==> src/rtl/mul_arbiter.sv <==
// mul_arbiter: round-robin arbiter sharing one sequential multiplier among N_REQ requesters
//
// Parameters: N_REQ (requesters, 2..8), WIDTH (operand bits),
//             TIMEOUT (WAIT watchdog cycles, only with MUL_ARB_TIMEOUT_EN).
// Ports:
//   clk, rst              rising-edge clock, synchronous active-high reset
//   req                   per-requester multiply request
//   req_a, req_b          packed operands, slice i belongs to requester i
//   gnt                   one-hot grant, held for the whole transaction
//   rsp_valid             one-hot one-cycle result strobe
//   rsp_data, rsp_err     full product and timeout flag, qualified by rsp_valid
//   mul_start             one-cycle start pulse to the multiplier
//   mul_a, mul_b          latched operands, stable until mul_done
//   mul_done, mul_result  multiplier completion strobe and product
// Optional feature: define MUL_ARB_TIMEOUT_EN to add an 8-bit WAIT watchdog.
module mul_arbiter #(
    parameter int N_REQ = 4,
    parameter int WIDTH = 32
`ifdef MUL_ARB_TIMEOUT_EN
    ,
    parameter int TIMEOUT = 40
`endif
) (
    input  logic                   clk,
    input  logic                   rst,
    input  logic [N_REQ-1:0]       req,
    input  logic [N_REQ*WIDTH-1:0] req_a,
    input  logic [N_REQ*WIDTH-1:0] req_b,
    output logic [N_REQ-1:0]       gnt,
    output logic [N_REQ-1:0]       rsp_valid,
    output logic [2*WIDTH-1:0]     rsp_data,
    output logic                   rsp_err,
    output logic                   mul_start,
    output logic [WIDTH-1:0]       mul_a,
    output logic [WIDTH-1:0]       mul_b,
    input  logic                   mul_done,
    input  logic [2*WIDTH-1:0]     mul_result
);
    localparam int IW = $clog2(N_REQ);

    typedef enum logic [1:0] {IDLE, ISSUE, WAIT, RESP} state_t;

    state_t          state;
    logic [IW-1:0]   last_winner;
    logic [IW-1:0]   win;
    logic [IW-1:0]   sel;
    logic [IW-1:0]   k;
    logic            found;

    // Search starts just past the previous winner so a requester that keeps
    // req high cannot starve the others.
    always_comb begin
        found = 1'b0;
        sel   = '0;
        k     = '0;
        for (int i = 1; i <= N_REQ; i++) begin
            k = IW'((int'(last_winner) + i) % N_REQ);
            if (!found && req[k]) begin
                found = 1'b1;
                sel   = k;
            end
        end
    end

`ifdef MUL_ARB_TIMEOUT_EN
    logic [7:0] tmo_cnt;
`else
    assign rsp_err = 1'b0;
`endif

    always_ff @(posedge clk) begin
        if (rst) begin
            state       <= IDLE;
            last_winner <= IW'(N_REQ - 1);
            win         <= '0;
            gnt         <= '0;
            rsp_valid   <= '0;
            rsp_data    <= '0;
            mul_start   <= 1'b0;
            mul_a       <= '0;
            mul_b       <= '0;
`ifdef MUL_ARB_TIMEOUT_EN
            rsp_err     <= 1'b0;
            tmo_cnt     <= '0;
`endif
        end else begin
            case (state)
                IDLE: begin
                    if (found) begin
                        win       <= sel;
                        gnt       <= N_REQ'(1) << sel;
                        mul_a     <= req_a[sel*WIDTH +: WIDTH];
                        mul_b     <= req_b[sel*WIDTH +: WIDTH];
                        mul_start <= 1'b1;
                        state     <= ISSUE;
                    end
                end
                ISSUE: begin
                    mul_start <= 1'b0;
                    state     <= WAIT;
`ifdef MUL_ARB_TIMEOUT_EN
                    tmo_cnt   <= '0;
`endif
                end
                WAIT: begin
                    // A real completion wins over a watchdog expiry in the same cycle.
                    if (mul_done) begin
                        rsp_data  <= mul_result;
                        rsp_valid <= gnt;
                        state     <= RESP;
`ifdef MUL_ARB_TIMEOUT_EN
                        rsp_err   <= 1'b0;
                    end else if (tmo_cnt == 8'(TIMEOUT - 1)) begin
                        rsp_data  <= '0;
                        rsp_err   <= 1'b1;
                        rsp_valid <= gnt;
                        state     <= RESP;
                    end else begin
                        tmo_cnt   <= tmo_cnt + 8'd1;
`endif
                    end
                end
                RESP: begin
                    rsp_valid   <= '0;
                    gnt         <= '0;
                    last_winner <= win;
                    state       <= IDLE;
                end
                default: state <= IDLE;
            endcase
        end
    end
endmodule

==> config.mk <==
export PLATFORM = sky130hd
export DESIGN_NAME = mul_arbiter
export DESIGN_NICKNAME = d
export VERILOG_FILES = /design/src/rtl/mul_arbiter.sv
export SDC_FILE = /design/constraint.sdc
export NUM_CORES = 1
export LEC_CHECK = 0
export CAP_MARGIN = 20
export CORE_AREA = 2 2 179 181
export DETAILED_ROUTE_END_ITERATION = 12
export DIE_AREA = 0 0 181 183
export PLACE_DENSITY = 0.55
export SLEW_MARGIN = 20
export SYNTH_ARGS = -nofsm -noshare
export SYNTH_HDL_FRONTEND = slang
export SYNTH_SLANG_ARGS = --single-unit
==> constraint.sdc <==
create_clock -name clk -period 2.5 [get_ports clk]
set_clock_uncertainty 0.2 [all_clocks]
set_input_delay 0.5 -clock clk [delete_from_list [all_inputs] [get_ports clk]]
set_output_delay 0.5 -clock clk [all_outputs]
set_load 0.01 [all_outputs]
==> metrics <==
status=completed; number of vias per cell=4.97; row cnt=65; via count=around 8700; initial antenna violation count=6; vias in the first global route=8579; DR top layer=met5; maximum vdd drop=471 µV; core footprint=0.0312 mm²; Gate Count Post-Synth=between 800 and 900; most frequent cell after synthesis=dfxtp_1; post-route insts no fill=1748; final worst path period need=2.37 ns; Crit path required time=~2.6 ns; DRT antenna net count=0; Mean Syn Cell Area=~8.3 µm²; GRT overflow=0; IO buf count=463; Setup crit start kind=primary input; Area Growth Syn to Fin=88.8%; Post-CTS Setup Bufs=0; setup TNS=0 ns; Synthesis Warnings=0; FF-to-FF Start=last_winner[0]; top cells by area, synth=dfxtp_1 (40%), o311a_1 (8.6%), a221oi_1 (7.5%); Setup WS post-layout=0.125 ns; crit path from=req[1]; initial DRC count=459; pwr dens=850 mW/mm²; detailed placement HPWL=25.9 mm; area leader, netlist=dfxtp_1; CTS tree=yes; Hold WC Path Type=flop to flop; FILL cells=3107; Vert. Die Dim=183 µm; met2 WL post-DR=~17 mm; number of distinct library cells after synthesis=42; Seq cells post-synth=143; Async S/R FF share, synth=0; first-pass GRT wire length=about 51 mm; Final Hold Vio Count=0; Die ar.=0.0331 mm²; drt pass-1 iters=5; # placed instances=between 1500 and 2000; sequential area share after synthesis=0.403; worst-case clock buffer depth=2; Place WS=-0.360 ns; Syn Std Cell Area=roughly 0.0071 mm²; Root Buffer=clkbuf_16; largest net degree at the start of global routing=65; Metal-1 WL=14.4 mm; GRT Total Usage=0.199; # H-tree levels=4; final setup vio count=0; Post-route DRC=0; WP data arrival=2.48 ns; hold_sp=rsp_data[59]; initial cell density of the core=0.227; synth cell count leaders=dfxtp_1 (143), nand2_1 (136), a21oi_1 (80), nor2_1 (80), a31oi_1 (64); fin. max-slew vios=0; NumNets Final=1660; Avg WL per Cell=19.6 µm; Final period util=0.950; Synth top area share=0.403; Clock Latency Late Sink=around 0.42 ns; max_slew headroom=0.648; worst setup path class=primary input to flop; CP Capture Type=flop; RSZ-0062 raised after global routing=no; LEAKAGE=slightly above 5 nW; Fmax achieved=421 MHz; max-cap violations=0; share of post-route cells with drive strength above 1=0.103; IO Count=465; EDFF count, synth=0; worst slew pin tran=between 0.5 and 0.6 ns; CTS clock-pin slew for the worst setup and hold paths=0.07 ns; ys flop type=dfxtp_1; CP max FO=26; Total Wirelength=approximately 34 mm; Die Width=181 µm; WL met3=2.55 mm; syn_nets=1191; clock sink count=143; GP Congestion=between 0.8 and 0.9; CTS buffer count=17
-- layout by cell type (no fill, tap or decap), drive strengths merged, types with 4 or more instances in the layout --
cell type,synthesis,layout
clkbuf,63,19
a21o,5,5
inv,2,9
dfxtp,143,143
o311a,61,61
nand2,136,136
nand2b,4,4
nor2,80,80
nor2b,11,11
diode,0,5
nor3,4,4
a221oi,61,61
o21ai,5,5
a31oi,64,64
ha,5,5
clkdlybuf4s50,0,462
a21oi,81,81
buf,42,93
nand3,6,6
a211oi,62,62
-- power by group --
| part | internal [mW] | switching [mW] | total [mW] |
|---|---|---|---|
| sequential | 2.88 | 0.360 | 3.24 |
| combinational | 2.87 | 2.63 | 5.50 |
| clock | 1.47 | 1.20 | 2.66 |
| total | 7.22 | 4.18 | 11.4 |
-- timing repair --
item,in CTS,in global routing
hold buffers,0,0
endpoints found under the hold margin,0,0
setup endpoints to repair,0,14
gates resized for setup,0,2
-- state kept, by name, indices dropped and copies added (netlist names) --
register,flops
rsp_data,64
mul_a,32
mul_b,32
gnt,4
rsp_valid,4
last_winner,2
state,2
win,2
mul_start,1
-- final timing paths --
path	endpoint	slack [ns]	cells past startpoint
min	rsp_data[59]	0.25	2
min reg2reg	rsp_data[59]	0.25	2
max reg2reg	mul_a[2]	0.32	7
max	mul_a[2]	0.13	8
-- stage by stage --
stage               power (mW)   util  instance area (µm²)  hold slack, ns
global placement          8.77  0.410                12800           0.241
detailed placement        8.81  0.410                12800           0.246
global route              12.1  0.430                13400           0.271
CTS                       11.6  0.429                13400           0.256
finish                    11.4  0.430                13400           0.255
floorplan                 5.69      -                 7100           0.235
-- critical path: stages --
cell and delay (ns):
clkdlybuf4s50_1 0.59, or3b_1 0.41, o211a_4 0.19, buf_12 0.16, o311a_1 0.13, a31oi_1 0.25, buf_4 0.17, a211oi_1 0.06
-- cell type report --
type / count / area, µm² / share of cell area
Timing Repair Buffer: 555 / 5660 / 0.422
Inverter: 2 / 7.51 / 0.000560
Tap cell: 402 / 503 / 0.0375
Sequential cell: 143 / 2860 / 0.213
Clock inverter: 13 / 143 / 0.0106
Multi-Input combinational cell: 609 / 3770 / 0.281
Antenna cell: 5 / 12.5 / 0.000933
Clock buffer: 19 / 453 / 0.0338
-- kinds of logic after synthesis --
family                     share of synthesized area
AOI/OAI and AO/OA                              0.371
muxes                                        0.00141
DFF                                            0.403
and+or+nand+nor                                0.146
other                                       0.000528
adders and majority gates                    0.00881
buffers and inverters                         0.0696
-- layer usage --
layer | up-vias | track usage
li1 | 4207 | -
met1 | 4092 | 0.233
met2 | 340 | 0.341
met3 | 49 | 0.0620
met4 | 2 | 0.0767
met5 | - | 0
Power figures use the tool's default switching activity.
